### config.mk
export PLATFORM = sky130hd
export DESIGN_NAME = spi_arbiter
export DESIGN_NICKNAME = d
export VERILOG_FILES = /design/src/rtl/spi_pkg.sv /design/src/rtl/spi_rr_pick.sv /design/src/rtl/spi_arbiter.sv
export SDC_FILE = /design/constraint.sdc
export NUM_CORES = 1
export LEC_CHECK = 0
export BUFFER_PORTS_ARGS = -buffer_cell sky130_fd_sc_hd__buf_4
export CORE_UTILIZATION = 40
export CTS_CLUSTER_DIAMETER = 80
export DETAILED_ROUTE_END_ITERATION = 12
export SLEW_MARGIN = 40
export SYNTH_ARGS = -nofsm -noshare
export SYNTH_HDL_FRONTEND = slang
export SYNTH_SLANG_ARGS = --single-unit
export TNS_END_PERCENT = 5
### constraint.sdc
create_clock -name clk -period 5 [get_ports clk]
set_input_delay 0.5 -clock clk [delete_from_list [all_inputs] [get_ports clk]]
set_output_delay 0.5 -clock clk [all_outputs]
set_load 0.02 [all_outputs]
### src/rtl/spi_pkg.sv
`default_nettype none
// ============================================================================
// Module      : spi_pkg
// Description : Shared definitions for the SPI arbiter slice.
//               - SPI_DWIDTH : default byte width, matches spi_core
//               - spi_arb_state_t : arbiter sequencer states
//               - clog2() : ceiling log2, used to size counters/indices
// Revision    : 1.0 - initial release
// ============================================================================
package spi_pkg;

  localparam int SPI_DWIDTH = 8;

  typedef enum logic [2:0] {
    ST_IDLE  = 3'd0,
    ST_SETUP = 3'd1,
    ST_LOAD  = 3'd2,
    ST_START = 3'd3,
    ST_XFER  = 3'd4,
    ST_READ  = 3'd5,
    ST_CAPT  = 3'd6,
    ST_RESP  = 3'd7
  } spi_arb_state_t;

  // Smallest r with 2**r >= value (0 for value <= 1).
  function automatic int clog2(input int value);
    int r;
    r = 0;
    while ((1 << r) < value) begin
      r = r + 1;
    end
    return r;
  endfunction

endpackage
`default_nettype wire

### src/rtl/spi_rr_pick.sv
`default_nettype none
// ============================================================================
// Module      : spi_rr_pick
// Description : Combinational N-way round-robin picker. Starting one past
//               last_grant and wrapping N-1 -> 0, selects the first set
//               request.
// Ports       : req        in  N   request vector
//               last_grant in  IW  index granted most recently
//               pick       out N   one-hot winner (0 when no request)
//               any        out 1   at least one request is set
// Revision    : 1.0 - initial release
// ============================================================================
module spi_rr_pick #(
  parameter int N  = 4,
  parameter int IW = 2
) (
  input  logic [N-1:0]  req,
  input  logic [IW-1:0] last_grant,
  output logic [N-1:0]  pick,
  output logic          any
);

  // One spare bit so last_grant + k cannot overflow before the wrap.
  logic [IW:0] cand;

  always_comb begin
    pick = '0;
    cand = '0;
    for (int k = 1; k <= N; k++) begin
      cand = {1'b0, last_grant} + (IW+1)'(k);
      if (cand >= (IW+1)'(N)) begin
        cand = cand - (IW+1)'(N);
      end
      if (req[cand[IW-1:0]] && (pick == '0)) begin
        pick[cand[IW-1:0]] = 1'b1;
      end
    end
  end

  assign any = |req;

endmodule
`default_nettype wire

### src/rtl/spi_arbiter.sv
`default_nettype none
// ============================================================================
// Module      : spi_arbiter
// Description : Shares one spi_core master between N requesters. Each byte
//               request is granted round-robin, its slave select is driven
//               low (with optional setup delay), the byte is written to the
//               core, completion is awaited, and the received byte is
//               returned to the owner. req_hold keeps the bus locked for
//               multi-byte frames. A stalled core aborts with err=1.
// Ports       : clk, rst            clock, async active-high reset
//               req/req_data/req_hold  per-requester request, byte, lock
//               gnt, resp_valid      one-hot pulses to the owner
//               resp_data, err       returned byte, timeout flag
//               ss_n                 active-low slave selects
//               core_cs/wr/rd/din    strobes and byte to spi_core
//               core_dout, core_done byte and idle flag from spi_core
// Revision    : 1.0 - initial release
// ============================================================================
module spi_arbiter
  import spi_pkg::*;
#(
  parameter int N        = 4,
  parameter int DWIDTH   = SPI_DWIDTH,
  parameter int SS_SETUP = 2,
  parameter int TIMEOUT  = 1023
) (
  input  logic                  clk,
  input  logic                  rst,
  input  logic [N-1:0]          req,
  input  logic [N*DWIDTH-1:0]   req_data,
  input  logic [N-1:0]          req_hold,
  output logic [N-1:0]          gnt,
  output logic [N-1:0]          resp_valid,
  output logic [DWIDTH-1:0]     resp_data,
  output logic                  err,
  output logic [N-1:0]          ss_n,
  output logic                  core_cs,
  output logic                  core_wr,
  output logic                  core_rd,
  output logic [DWIDTH-1:0]     core_din,
  input  logic [DWIDTH-1:0]     core_dout,
  input  logic                  core_done
);

  localparam int IW = (clog2(N) < 1) ? 1 : clog2(N);
  localparam int SW = (clog2(SS_SETUP + 1) < 1) ? 1 : clog2(SS_SETUP + 1);
  localparam int TW = (clog2(TIMEOUT + 1) < 1) ? 1 : clog2(TIMEOUT + 1);
  localparam logic [SW-1:0] SETUP_LAST = SW'((SS_SETUP > 0) ? SS_SETUP - 1 : 0);
  localparam logic [TW-1:0] TMO_LAST   = TW'(TIMEOUT);

  spi_arb_state_t      state_q, state_d;
  logic [IW-1:0]       owner_q, owner_d;
  logic [IW-1:0]       last_grant_q, last_grant_d;
  logic                locked_q, locked_d;
  logic                hold_q, hold_d;
  logic [N-1:0]        ss_n_q, ss_n_d;
  logic [N-1:0]        gnt_q, gnt_d;
  logic [N-1:0]        resp_valid_q, resp_valid_d;
  logic [DWIDTH-1:0]   resp_data_q, resp_data_d;
  logic                err_q, err_d;
  logic                core_cs_q, core_cs_d;
  logic                core_wr_q, core_wr_d;
  logic                core_rd_q, core_rd_d;
  logic [DWIDTH-1:0]   core_din_q, core_din_d;
  logic [SW-1:0]       setup_cnt_q, setup_cnt_d;
  logic [TW-1:0]       tmo_cnt_q, tmo_cnt_d;

  logic [N-1:0]        pick;
  logic                pick_any;
  logic [IW-1:0]       pick_idx;
  logic                sel_valid;
  logic                drop_lock;
  logic [IW-1:0]       sel_idx;
  logic [DWIDTH-1:0]   sel_data;

  spi_rr_pick #(
    .N  (N),
    .IW (IW)
  ) u_pick (
    .req        (req),
    .last_grant (last_grant_q),
    .pick       (pick),
    .any        (pick_any)
  );

  always_comb begin
    pick_idx = '0;
    for (int i = 0; i < N; i++) begin
      if (pick[i]) begin
        pick_idx = IW'(i);
      end
    end
  end

  // A held lock bypasses the picker: the owner either continues or gives
  // the bus up, and nobody else is considered in that cycle.
  always_comb begin
    sel_valid = 1'b0;
    drop_lock = 1'b0;
    sel_idx   = owner_q;
    if (locked_q) begin
      if (req[owner_q]) begin
        sel_valid = 1'b1;
      end else begin
        drop_lock = 1'b1;
      end
    end else if (pick_any) begin
      sel_valid = 1'b1;
      sel_idx   = pick_idx;
    end
  end

  always_comb begin
    sel_data = '0;
    for (int i = 0; i < N; i++) begin
      if (sel_idx == IW'(i)) begin
        sel_data = req_data[i*DWIDTH +: DWIDTH];
      end
    end
  end

  always_comb begin
    state_d      = state_q;
    owner_d      = owner_q;
    last_grant_d = last_grant_q;
    locked_d     = locked_q;
    hold_d       = hold_q;
    ss_n_d       = ss_n_q;
    gnt_d        = '0;
    resp_valid_d = '0;
    resp_data_d  = resp_data_q;
    err_d        = 1'b0;
    core_cs_d    = 1'b0;
    core_wr_d    = 1'b0;
    core_rd_d    = 1'b0;
    core_din_d   = core_din_q;
    setup_cnt_d  = setup_cnt_q;
    tmo_cnt_d    = tmo_cnt_q;

    case (state_q)
      ST_IDLE: begin
        if (core_done) begin
          if (drop_lock) begin
            locked_d = 1'b0;
            ss_n_d   = '1;
          end else if (sel_valid) begin
            owner_d        = sel_idx;
            core_din_d     = sel_data;
            hold_d         = req_hold[sel_idx];
            ss_n_d         = '1;
            ss_n_d[sel_idx] = 1'b0;
            if (ss_n_q[sel_idx] && (SS_SETUP > 0)) begin
              state_d     = ST_SETUP;
              setup_cnt_d = '0;
            end else begin
              state_d         = ST_LOAD;
              gnt_d[sel_idx]  = 1'b1;
              core_cs_d       = 1'b1;
              core_wr_d       = 1'b1;
            end
          end
        end
      end

      ST_SETUP: begin
        if (setup_cnt_q == SETUP_LAST) begin
          state_d        = ST_LOAD;
          setup_cnt_d    = '0;
          gnt_d[owner_q] = 1'b1;
          core_cs_d      = 1'b1;
          core_wr_d      = 1'b1;
        end else begin
          setup_cnt_d = setup_cnt_q + SW'(1);
        end
      end

      ST_LOAD: begin
        state_d   = ST_START;
        tmo_cnt_d = '0;
      end

      // START waits for the core to drop done (it may see the strobe a few
      // cycles late); XFER waits for it to come back. Both are bounded.
      ST_START, ST_XFER: begin
        if ((state_q == ST_START) && !core_done) begin
          state_d   = ST_XFER;
          tmo_cnt_d = '0;
        end else if ((state_q == ST_XFER) && core_done) begin
          state_d   = ST_READ;
          tmo_cnt_d = '0;
          core_cs_d = 1'b1;
          core_rd_d = 1'b1;
        end else if (tmo_cnt_q == TMO_LAST) begin
          state_d               = ST_RESP;
          tmo_cnt_d             = '0;
          resp_valid_d[owner_q] = 1'b1;
          resp_data_d           = '0;
          err_d                 = 1'b1;
          locked_d              = 1'b0;
          hold_d                = 1'b0;
          ss_n_d                = '1;
        end else begin
          tmo_cnt_d = tmo_cnt_q + TW'(1);
        end
      end

      ST_READ: begin
        state_d = ST_CAPT;
      end

      ST_CAPT: begin
        state_d               = ST_RESP;
        resp_data_d           = core_dout;
        resp_valid_d[owner_q] = 1'b1;
      end

      ST_RESP: begin
        state_d      = ST_IDLE;
        last_grant_d = owner_q;
        locked_d     = hold_q;
        if (!hold_q) begin
          ss_n_d = '1;
        end
      end

      default: begin
        state_d = ST_IDLE;
      end
    endcase
  end

  always_ff @(posedge clk or posedge rst) begin
    if (rst) begin
      state_q      <= ST_IDLE;
      owner_q      <= '0;
      last_grant_q <= IW'(N - 1);
      locked_q     <= 1'b0;
      hold_q       <= 1'b0;
      ss_n_q       <= '1;
      gnt_q        <= '0;
      resp_valid_q <= '0;
      resp_data_q  <= '0;
      err_q        <= 1'b0;
      core_cs_q    <= 1'b0;
      core_wr_q    <= 1'b0;
      core_rd_q    <= 1'b0;
      core_din_q   <= '0;
      setup_cnt_q  <= '0;
      tmo_cnt_q    <= '0;
    end else begin
      state_q      <= state_d;
      owner_q      <= owner_d;
      last_grant_q <= last_grant_d;
      locked_q     <= locked_d;
      hold_q       <= hold_d;
      ss_n_q       <= ss_n_d;
      gnt_q        <= gnt_d;
      resp_valid_q <= resp_valid_d;
      resp_data_q  <= resp_data_d;
      err_q        <= err_d;
      core_cs_q    <= core_cs_d;
      core_wr_q    <= core_wr_d;
      core_rd_q    <= core_rd_d;
      core_din_q   <= core_din_d;
      setup_cnt_q  <= setup_cnt_d;
      tmo_cnt_q    <= tmo_cnt_d;
    end
  end

  assign gnt        = gnt_q;
  assign resp_valid = resp_valid_q;
  assign resp_data  = resp_data_q;
  assign err        = err_q;
  assign ss_n       = ss_n_q;
  assign core_cs    = core_cs_q;
  assign core_wr    = core_wr_q;
  assign core_rd    = core_rd_q;
  assign core_din   = core_din_q;

endmodule
`default_nettype wire

== Word-level counts from Yosys, hierarchy flattened ==
Cells that the tools add are included.

* Flip-flop bits (word level): 53
* Bits in latches: 0
* RAM bits: 0
* Bits in read-only memories: 0
* Word-level logic and storage cells: 215
* Memories: 0

* $add $sub $neg: 10
* Multiply operators: 0
* Div/mod/pow operators: 0
* Order comparisons: 16
* Eq/ne operators: 24
* Shifts and indexed selects: 0
* Multiplexer cells: 113
* Bitwise operators: 5
* Reductions and logical operators: 31

{| class="wikitable"
|+ Operators with widths
! operator !! number
|-
| $mux W4 || 19
|-
| $mux W8 || 7
|-
| $mux W1 || 39
|-
| $mux W10 || 3
|-
| $mux W2 || 14
|-
| $mux W3 || 7
|-
| $pmux W3 S7 || 1
|-
| $ne A2 B2 Y1 const B || 10
|-
| $pmux W10 S2 || 1
|-
| $lt A2 B3 Y1 const B || 6
|-
| $pmux W4 S2 || 2
|-
| $pmux W8 S2 || 1
|-
| $bmux W1 S2 || 7
|-
| $reduce_and A7 Y1 || 2
|-
| $demux W1 S2 || 6
|-
| $eq A3 B3 Y1 const B || 4
|-
| $ge A2 B1 Y1 const B || 6
|-
| $ge A3 B3 Y1 const B || 4
|-
| $logic_not A4 Y1 || 3
|-
| $or A4 B4 Y4 || 3
|-
| $pmux W4 S3 || 1
|-
| $logic_and A1 B1 Y1 || 11
|-
| $add A10 B1 Y10 const B || 1
|-
| $eq A10 B10 Y1 const B || 1
|-
| 26 further kinds || 40
|}

== Longest topological paths before layout ==
Gate-level depths: netlist of the first run.

* Depth in word-level cells: 31
* Gate-level depth with buffers: 13
* Depth with buffers taken out: 10

== Modules after synthesis ==
A second synthesis of the first run with hierarchy kept.

* Cells, all modules: 348
* Area total of the unflattened synthesis: 3,399.5 µm²

{| class="wikitable"
|+ By module, submodules not included
! module !! instances !! cells an instance !! area an instance (µm²) !! seq. area each (µm²)
|-
| spi_arbiter || 1 || 299 || 2,930.3 || 1,333.8
|-
| spi_rr_pick || 1 || 49 || 469.2 || 0.0
|}

== Least setup slack after synthesis of the first run ==
No wires, ideal clock.

* Path type: register to register
* From: register last_grant_q[0]
* To: register gnt_q[1] (netlist: gnt[1])
* Setup time: 0.101 ns
* Arrival time: 3.405 ns
* Required time: 4.899 ns
* Setup slack: 1.494 ns
* Stages on the path, launching flop included: 12
* Period minus slack after synthesis: 3.506 ns
* Cell sequence: dfstp_2 > buf_6 > inv_1 > ha_1 > mux4_2 > a21bo_4 > o311ai_4 > nor4_2 > a2111o_1 > nand2_2 > mux2_4 > o32ai_1

* Longest elaborated chain between the ends: 31
* Elaborated cells on any way between the ends: 74
* Those cells by class: add/sub: 8; order compare: 14; mux: 38; bitwise: 3; reduce/logical: 11

{| class="wikitable"
|+ RTL lines
! item !! RTL line !! text
|-
| start: declaration || spi_arbiter.sv:53 || <nowiki>logic [IW-1:0] last_grant_q, last_grant_d;</nowiki>
|-
| start signal: assignment || spi_arbiter.sv:236 || <nowiki>last_grant_q <= IW'(N - 1);</nowiki>
|-
| start signal: assignment || spi_arbiter.sv:253 || <nowiki>last_grant_q <= last_grant_d;</nowiki>
|-
| $add A2 B1 Y3 || spi_rr_pick.sv:30 || <nowiki>cand = {1'b0, last_grant} + (IW+1)'(k);</nowiki>
|-
| $ge A3 B3 Y1 or $sub A2 B1 Y2 (tied branches) || spi_rr_pick.sv:31, spi_rr_pick.sv:32 ||
|-
| $mux W2 || spi_rr_pick.sv:31 || <nowiki>if (cand >= (IW+1)'(N)) begin</nowiki>
|-
| $lt A2 B3 Y1 (implied by the code) or $ge A2 B1 Y1 (tied branches) || spi_rr_pick.sv:35 || <nowiki>pick[cand[IW-1:0]] = 1'b1;</nowiki>
|-
| $logic_and A1 B1 Y1 (implied by the code) || spi_rr_pick.sv:35 ||
|-
| $mux W1 (implied by the code) || spi_rr_pick.sv:35 ||
|-
| $demux W1 S2 || -- ||
|-
| $mux W4 || spi_rr_pick.sv:34 || <nowiki>if (req[cand[IW-1:0]] && (pick == '0)) begin</nowiki>
|-
| [16 not listed] || -- ||
|-
| $mux W1 (implied by the code) || spi_arbiter.sv:157 || <nowiki>gnt_d[sel_idx] = 1'b1;</nowiki>
|-
| $demux W1 S2 || spi_arbiter.sv:157 ||
|-
| $mux W4 (*) || spi_arbiter.sv:152 || <nowiki>if (ss_n_q[sel_idx] && (SS_SETUP > 0)) begin</nowiki>
|-
| $mux W4 (*) || spi_arbiter.sv:146 || <nowiki>end else if (sel_valid) begin</nowiki>
|-
| $mux W4 (*) || spi_arbiter.sv:143 || <nowiki>if (drop_lock) begin</nowiki>
|-
| $mux W4 (*) || spi_arbiter.sv:142 || <nowiki>if (core_done) begin</nowiki>
|-
| $pmux W4 S2 (*) || spi_arbiter.sv:140 || <nowiki>case (state_q)</nowiki>
|-
| via gnt_d[1] || spi_arbiter.sv:57 || <nowiki>logic [N-1:0] gnt_q, gnt_d;</nowiki>
|-
| end signal: assignment || spi_arbiter.sv:257 || <nowiki>gnt_q <= gnt_d;</nowiki>
|-
| end: declaration || spi_arbiter.sv:57 ||
|}

Mark *: on every way through the listed nets, which the timed path passes. The rest lies on a longest branch. The select of a mux whose other input is x is not followed.
A chain may end at the register's enable or synchronous reset.

== Worst setup path in the final report of the first run ==
* From: register last_grant_q[0]
* To: register gnt_q[3] (netlist: gnt[3])

Same word-level chain as after synthesis.

==> results of run 1 <==
==> sequential cells by signal, indices dropped and copies added, names as in the netlist, 2 cells and up <==
register	cells
setup_cnt_q	2
gnt	4
resp_valid	4
last_grant_q	2
owner_q	2
tmo_cnt_q	10
state_q	3
core_din	8
ss_n	4
resp_data	8
==> cells by family (layout without fill, tap and decap cells) <==
| logic type | Yosys count | in the layout | synth area share, % |
|---|---|---|---|
| xor+xnor | 2 | 2 | 0.5114 |
| fa+ha+maj | 9 | 9 | 3.287 |
| mux | 21 | 21 | 8.181 |
| flops | 53 | 53 | 38.93 |
| simple gates | 143 | 143 | 20.85 |
| buf+inv | 26 | 103 | 3.616 |
| compound gates | 110 | 110 | 24.62 |
==> cell usage in the layout (no fill, tap or decap), types with 2 or more instances in the layout <==
cell type  synthesis  layout
mux4_2             5       5
nand2_2            3       3
o32ai_1            3       3
o211ai_1          10      10
nand4_1            2       2
nor2_1            26      26
inv_1             10       9
or2_2              2       2
o22ai_1            5       5
a21oi_1            8       8
nand2_1           54      54
dfrtp_1           47      47
mux2_2             2       2
a22o_1             2       2
o221a_2            2       2
or3_1              6       6
buf_4              3      85
o22a_1             2       2
o21ai_1            2       2
a211o_1            9       9
a32oi_1            5       5
nor2b_1            2       2
and3_1             5       5
o31ai_1            2       2
nand3_1           20      20
dfstp_2            6       6
o21ai_0           34      34
o21a_1             3       3
clkbuf_8           0       5
mux2i_1           13      13
ha_1               9       9
nor3_1             6       6
or4_1              3       3
nand2b_1           7       7
o31a_1             2       2
==> power groups by stage <==
stage	Clock [mW]	Combinational, mW	Sequential (mW)
2_1_floorplan	0	1.40	0.801
3_3_place_gp	0	1.85	0.771
3_5_place_dp	0	1.87	0.775
4_1_cts	0.323	1.88	0.765
5_1_grt	0.339	2.05	0.796
6_report	0.314	1.88	0.767
==> routing by layer <==
metal | GRT usage (%) | part of all wire (%) | up-vias
li1 | - | - | 1512
met1 | 27.37 | 47 | 1510
met2 | 33.76 | 49 | 61
met3 | 2.496 | 3.0 | 12
met4 | 5.303 | 1.7 | 0
met5 | 0 | 0 | -
==> worst max-delay path, stage by stage, from the launching register on <==
cell and delay, ns:
dfstp_2 0.70, inv_1 0.15, ha_1 0.39, mux2i_1 0.17
o22ai_1 0.52, nor4b_4 0.10, or3_1 0.53, a2111o_1 0.43
nand2_2 0.30, mux2_4 0.38, o32ai_1 0.29
==> through the flow <==
stage                     hold slack, ns  power, mW  std cells
after floorplan                   0.4644      2.204        364
after global placement            0.4806      2.617        537
after detailed placement          0.4735      2.649        537
after CTS                         0.3822      2.968        545
after global routing              0.3780      3.184        546
final                             0.3720      2.964        546
==> layout make-up <==
| class | instances | area share, % |
|---|---|---|
| Inverter | 10 | 0.8878 |
| Tap cell | 105 | 3.107 |
| Timing Repair Buffer | 85 | 15.09 |
| Clock buffer | 5 | 1.628 |
| Multi-Input combinational cell | 285 | 46.55 |
| Clock inverter | 3 | 1.184 |
| Sequential cell | 53 | 31.55 |
==> worst paths after layout <==
kind | start | end | slack (ns)
setup / recovery | last_grant_q[0] | gnt[3] | 0.92
hold / removal | rst | core_din[2] | 0.37
setup reg to reg | last_grant_q[0] | gnt[3] | 0.92
min in group clk | core_dout[6] | resp_data[6] | 0.39
hold reg to reg | ss_n[1] | ss_n[1] | 0.49
max in group asynchronous | rst | gnt[2] | 4.18
==> results.yml, run 1 <==
run_status:
  outcome: "finished clean"
sta:
  fmax_mhz: 245.3
  hold_viol: 0
  fin_skew_ns: 0.01173
  period_share_pct: 81.52
  worst_pin_slew_ns: 0.7227
  rsz0062_at_grt: "false"
  slew_viol_final: 0
  finalSetupViolCount: 0
  slew_headroom_pct: 50.44
  period_minus_slack_ns: 4.076
  fin_setup_tns_ns: 0
  final.setup.worst_slack_ns: 0.9241
synth:
  syn_area_um2: 3426
  synth_largest_area_cell: "dfrtp_1"
  ys_warn_count: 0
  syn_inst: 364
  synthFlopType: "dfrtp_1"
  synth_enable_flop_cells: 0
  yosysUniqueCellTypes: 68
  ys_top_cells_by_count: "54 x nand2_1, 47 x dfrtp_1, 34 x o21ai_0"
  async_flop_share_pct: 100.0
  synth_top_area_share_pct: 34.33
  synth-seq-area-share_pct: 38.93
  syn_nets: 424
  synth-seq-cells: 53
  synth_area_leaders: "dfrtp_1 34%, nand2_1 5.9%, o21ai_0 5.0%, dfstp_2 4.6%, mux2i_1 3.8%"
  syn_avg_cell_area_um2: 9.412
  synth.most_common_cell: "nand2_1"
global_route:
  grt_use_total_pct: 20.11
  antenna_found_initial: 0
  grt_pass1_vias: 2916
  grt_pass1_wl_um: 14320
  overflow: 0
  grt_max_degree: 54
critical_path:
  criticalPathCategory: "flop to flop"
  cp.required_ns: 5.20
  crit_path_max_fanout: 15
  worst-r2r-cell-count: 10
  cp.arrival_ns: 4.28
  end_kind: "flop"
  crit_path_start_kind: "flop"
power:
  seqPwrFrac_pct: 25.9
  p_sw_mw: 1.456
  ir_worst_vdd_v: 0.0003102
  clock_power_share_pct: 10.6
  cellLeakagePower_nw: 1.906
  power_density_nw_per_um2: 701.0
  combPwrFrac_pct: 63.5
  p_int_mw: 1.507
  switching_share_pct: 49.14
cells_and_area:
  postLayoutCellArea_um2: 4228
  multi_input_area_um2: 1968
  fill_cells: 803
  num_antenna_cells: 0
  final_core_util_pct: 51.20
  regArea_um2: 1334
  fin_nets: 500
  syn_to_final_growth_pct: 23.41
  drive_above_1_share_pct: 28.80
clocking:
  clock_path_buffers: 2
  root_buffer: "clkbuf_8"
  cts_setup_buffers: 0
  cts_num_sinks: 53
  cts_inserted_buffers: 5
  htreeDepth: 2
  clk_pin_slew_ns: 0.11
  cts_tree: "built"
  ctsResizeCount: 0
  clkLatencyLatePin_ns: 0.31
  hold_buffers: 0
floorplan:
  dieArea_um2: 8939
  die_h_um: 94.55
  pin_count: 83
  fp.dieW_um: 94.55
  core_area_um2: 8258
  initial_core_util_pct: 41.48
  row_count: 33
route:
  wl_per_cell_um: 16.43
  postRouteAntennaNets: 0
  drtIter0Drc: 149
  drtPass1Iterations: 4
  drcViolationCount: 0
  vias: 3095
  wirelength_um: 8973
  via_per_inst: 5.668
place:
  portBuffers: 82
  place.gp.congestion: 0.7988
  place_ws_ns: 0.9786
  dp_hpwl_um: 6621
  place_area_um2: 4101
hold_path:
  min-delay-path-class: "input pin to async pin"
run:
  max_cap_viol_count: 0
Power figures use the tool's default switching activity.
==> inputs of run 2 (changes only) <==
==> constraint.sdc (replaced) <==
create_clock -name clk -period 4.05 [get_ports clk]
set_input_delay 0.405 -clock clk [delete_from_list [all_inputs] [get_ports clk]]
set_output_delay 0.405 -clock clk [all_outputs]
set_load 0.02 [all_outputs]
==> run 2 against run 1 <==
  * Clock-buffer cell count did not move
  * Worst hold slack got worse by 0.18 ns
  * Critical path depth did not move
  * Sequential share of layout area fell by 0.35 points
  * Clock power rose by 4%
  * Flip-flop and latch count did not move
  * Critical endpoint is now gnt[2]
  * Largest power group unchanged
==> results.yml, run 2 (same netlist as run 1, synthesis figures left out) <==
route:
  postRouteAntennaNets: 0
  drcViolationCount: 0
  wl_per_cell_um: 15.95
  vias: 3134
  wirelength_um: 8838
  drtPass1Iterations: 4
  via_per_inst: 5.657
  drtIter0Drc: 161
critical_path:
  crit_path_max_fanout: 8
  worst-r2r-cell-count: 10
  end_kind: "flop"
  cp.required_ns: 4.26
  criticalPathCategory: "flop to flop"
  worstPathCellList: "inv_1 > ha_1 > mux4_2 > a21bo_4 > o311ai_4 > nor4_2 > a2111o_1 > nand2_2 > mux2_4 > o32ai_1"
  regToRegEndpoint: "gnt[2]"
  rr_startpoint: "last_grant_q[1]"
  cp.depth: 10
  cpLargestDelayFamily: "compound AO/OA/AOI/OAI gates"
  slowest_delay_ns: 0.63
  reg2reg_slack_ns: 0.30
  slowest_stage: "dfstp_2"
  worstPathBufferInverterCount: 1
  cp.arrival_ns: 3.96
  crit_path_start_kind: "flop"
sta:
  slew_viol_final: 0
  whs_ns: 0.1892
  fin_skew_ns: 0.003877
  period_minus_slack_ns: 3.750
  worst_pin_slew_ns: 0.7804
  period_share_pct: 92.59
  hold_viol: 0
  fmax_mhz: 266.7
  rsz0062_at_grt: "false"
  finalSetupViolCount: 0
  slew_headroom_pct: 46.49
  fin_setup_tns_ns: 0
cells_and_area:
  drive_above_1_share_pct: 30.51
  fill_cells: 781
  largest-register: "tmo_cnt_q"
  num_antenna_cells: 0
  final_cell_mix: "92 x buf_4, 54 x nand2_1, 47 x dfrtp_1, 34 x o21ai_0, 26 x nor2_1"
  syn_to_final_growth_pct: 24.80
  largest_reg_flops: 10
  fin_nets: 508
  mostFrequentLayoutCell: "buf_4"
hold_path:
  min-delay-path-class: "input pin to async pin"
place:
  dp_hpwl_um: 6571
  place.gp.congestion: 0.7963
  portBuffers: 82
clocking:
  clock_path_buffers: 2
  root_buffer: "clkbuf_8"
  clk_pin_slew_ns: 0.11
  clkLatencyLatePin_ns: 0.31
  cts_tree: "built"
  cts_num_sinks: 53
  cts_inserted_buffers: 5
  htreeDepth: 2
  hold_buffers: 0
global_route:
  grt_use_total_pct: 20.50
  antenna_found_initial: 0
  grt_max_degree: 32
  grtUsageMet2_pct: 35.51
  grt_pass1_vias: 3028
  overflow: 0
  met3_usage_pct: 2.174
  grt_pass1_wl_um: 14450
  grt_use_met1_pct: 26.72
  grt-busiest-layer: "met2"
floorplan:
  pin_count: 83
  core_area_um2: 8258
  row_count: 33
  dieArea_um2: 8939
  fp.dieW_um: 94.55
  die_h_um: 94.55
  initial_core_util_pct: 41.48
power:
  cellLeakagePower_nw: 1.929
  ir_worst_vdd_v: 0.0003729
  power_density_nw_per_um2: 868.2
run:
  max_cap_viol_count: 0
run_status:
  outcome: "finished clean"
==> run 2: worst max-delay path by stage <==
| stage | start | end | slack (ns) |
|---|---|---|---|
| 3_5_place_dp | last_grant_q[0] | gnt[1] | 0.16 |
| 3_3_place_gp | last_grant_q[0] | gnt[2] | 0.29 |
| 4_1_cts | last_grant_q[0] | gnt[1] | 0.09 |
| 6_report | last_grant_q[1] | gnt[2] | 0.30 |
| 2_1_floorplan | last_grant_q[0] | gnt[1] | 0.54 |
| 5_1_grt | last_grant_q[1] | gnt[2] | 0.1 |
==> run 2: layout make-up <==
type | instances | area, um2 | share of cell area, %
Multi-Input combinational cell | 285 | 1976 | 46.21
Tap cell | 105 | 131.4 | 3.073
Clock buffer | 5 | 68.82 | 1.610
Clock inverter | 3 | 26.28 | 0.6146
Timing Repair Buffer | 93 | 701.9 | 16.42
Sequential cell | 53 | 1334 | 31.20
Inverter | 10 | 37.54 | 0.8780
==> run 2: power by group <==
part	switching (mW)	internal (mW)	leakage [nW]	total, mW
registers	0.201	0.729	0.669	0.930
clock network	0.200	0.126	0.0423	0.326
logic	1.42	1.03	1.22	2.46
total	1.82	1.89	1.93	3.71
==> run 2: metrics by stage <==
step / setup slack [ns] / std cells / power, mW / utilization [%] / instance area (um2)
6_report: 0.3000 / 554 / 3.712 / 51.77 / 4275
5_1_grt: 0.09918 / 554 / 4.000 / 51.77 / 4275
4_1_cts: 0.08780 / 550 / 3.688 / 51.27 / 4234
3_5_place_dp: 0.1582 / 542 / 3.351 / 50.12 / 4139
3_3_place_gp: 0.2877 / 542 / 3.314 / 50.12 / 4139
2_1_floorplan: 0.5441 / 364 / 2.721 / - / 3426
==> run 2: per-layer routing <==
layer	vias up	share of wire (%)
met4	0	1.3
li1	1531	-
met3	8	3.2
met5	-	0
met2	65	50
met1	1530	46
==> run 2: what timing repair did <==
action,4_1_cts,5_1_grt
buffers inserted,0,3
hold endpoints to repair,0,0
gates resized for setup,0,2
setup endpoints to repair,0,12
==> inputs of run 3 (changes only) <==
--- a/config.mk
+++ b/config.mk
@@ -12,5 +12,6 @@
 export SLEW_MARGIN = 40
 export SYNTH_ARGS = -nofsm -noshare
 export SYNTH_HDL_FRONTEND = slang
+export SYNTH_HIERARCHICAL = 1
 export SYNTH_SLANG_ARGS = --single-unit
 export TNS_END_PERCENT = 5
==> run 3 against run 2 <==
  * Wire length is 0.27% higher
  * Die area decreased by 1.5%
  * Sequential share of layout area grew 0.88 points
  * Utilization decreased by 0.92 points
  * Clock-buffer cell count unchanged
  * Cell count is 5.4% lower
  * Final area is 2.8% lower
  * First-iteration DRC count rose by 23%
  * Total power down 12%
  * Area after synthesis shrank 1.5%
  * Synthesized cell count down 5.5%
==> results.yml, run 3 <==
run_status:
  outcome: "finished clean"
clocking:
  root_buffer: "clkbuf_8"
  clock_path_buffers: 2
  clkLatencyLatePin_ns: 0.32
  hold_buffers: 0
  htreeDepth: 2
  cts_num_sinks: 53
  clk_pin_slew_ns: 0.11
  cts_tree: "built"
  cts_inserted_buffers: 5
route:
  drcViolationCount: 0
  postRouteAntennaNets: 0
  drtPass1Iterations: 4
  wirelength_um: 8862
  wl_per_cell_um: 16.91
  drtIter0Drc: 198
  vias: 2999
  via_per_inst: 5.723
critical_path:
  worstPathBufferInverterCount: 2
  worstPathCellList: "inv_1 > ha_1 > or4_1 > a21boi_4 > o21ai_2 > o41ai_2 > buf_4 > nand2b_1 > nand3_2 > nand2_2 > mux4_2 > a41o_1"
  slowest_delay_ns: 0.67
  end_kind: "flop"
  cpLargestDelayFamily: "compound AO/OA/AOI/OAI gates"
  crit_start: "last_grant_q[0]"
  cp.arrival_ns: 4.01
  reg2reg_slack_ns: 0.25
  slowest_stage: "dfstp_2"
  criticalPathCategory: "flop to flop"
  crit_path_max_fanout: 10
  rr_startpoint: "last_grant_q[0]"
  crit_path_start_kind: "flop"
  cp.required_ns: 4.27
power:
  cellLeakagePower_nw: 1.850
  switching_share_pct: 47.88
  p_int_mw: 1.700
  clock_power_share_pct: 10.0
  seqPwrFrac_pct: 28.8
  p_sw_mw: 1.562
  power_density_nw_per_um2: 784.5
  ir_worst_vdd_v: 0.0003756
  combPwrFrac_pct: 61.2
sta:
  fmax_mhz: 263.3
  slew_headroom_pct: 45.29
  slew_viol_final: 0
  fin_setup_tns_ns: 0
  hold_viol: 0
  finalSetupViolCount: 0
  fin_skew_ns: 0.008738
  rsz0062_at_grt: "false"
  final.setup.worst_slack_ns: 0.2521
  period_minus_slack_ns: 3.798
  period_share_pct: 93.78
  worst_pin_slew_ns: 0.8152
cells_and_area:
  final_cell_mix: "85 x buf_4, 47 x dfrtp_1, 24 x o21ai_0, 22 x nand2_1"
  instances_no_fill: 524
  largest_reg_flops: 10
  mostFrequentLayoutCell: "buf_4"
  syn_to_final_growth_pct: 23.21
  num_antenna_cells: 0
  largest-register: "tmo_cnt_q"
  drive_above_1_share_pct: 32.22
  fin_nets: 478
global_route:
  overflow: 0
  grtUsageMet2_pct: 32.18
  grt-busiest-layer: "met2"
  met3_usage_pct: 4.207
  grt_pass1_wl_um: 14420
  grt_use_total_pct: 21.31
  grt_use_met1_pct: 29.79
  grt_pass1_vias: 2880
  grt_max_degree: 54
  antenna_found_initial: 0
place:
  portBuffers: 82
  dp_hpwl_um: 6410
  place.gp.congestion: 0.7788
  place_ws_ns: 0.1401
  post-place-cells: 516
synth:
  syn_inst: 344
  syn_nets: 404
  syn_area_um2: 3374
  syn_avg_cell_area_um2: 9.810
  ys_warn_count: 6
run:
  max_cap_viol_count: 0
floorplan:
  dieArea_um2: 8808
  die_h_um: 93.85
  core_area_um2: 8175
  initial_core_util_pct: 41.28
  pin_count: 83
  row_count: 33
  fp.dieW_um: 93.85
hold_path:
  min-delay-path-class: "input pin to async pin"
-- run 3: through the flow --
step                      power [mW]  hold slack, ns  instance area [um2]  util (%)
after global placement         2.888          0.4854                 4046     49.49
after global routing           3.532          0.2964                 4158     50.86
after detailed placement       2.914          0.4870                 4046     49.49
after CTS                      3.250          0.2791                 4141     50.66
final                          3.262          0.2647                 4158     50.86
after floorplan                2.355          0.4583                 3374         -
-- run 3: layout make-up --
type	instances	area, um2
clock inverter	3	26.28
tap	105	131.4
multi-input combinational	263	1922
fill	794	4018
sequential	53	1334
inverter	10	37.54
timing repair buffer	85	638.1
clock buffer	5	68.82
-- run 3: power groups by stage --
stage          combinational, mW  sequential, mW  clock (mW)
2_1_floorplan               1.37           0.984           0
3_3_place_gp                1.94           0.944           0
3_5_place_dp                1.97           0.942           0
4_1_cts                     1.98           0.934       0.336
5_1_grt                     2.20           0.973       0.358
6_report                    2.00           0.938       0.328
-- run 3: worst paths after layout --
check                          endpoint  cells past startpoint
setup / recovery                 hold_q                     12
hold / removal             resp_data[3]                      3
setup reg to reg                 hold_q                     12
hold reg to reg            resp_data[3]                      1
max in group asynchronous        hold_q                      3
min in group clk           resp_data[5]                      2
-- run 3: worst register-to-register path: cells and delay by family (launching register included) --
family	cells	cell delay (ns)
mux	1	0.50
simple gates	4	0.96
flops	1	0.67
fa+ha+maj	1	0.26
compound gates	4	0.99
buf+inv	2	0.32
-- run 3: what timing repair did --
item | in CTS | in global routing
resized for setup | 0 | 2
setup endpoints to repair | 0 | 2
setup buffers | 0 | 0
-- run 3: routing by layer --
| layer | wire, um | vias up |
|---|---|---|
| met5 | 0 | - |
| li1 | - | 1454 |
| met4 | 161 | 0 |
| met2 | 4178 | 87 |
| met1 | 4057 | 1445 |
| met3 | 464 | 13 |
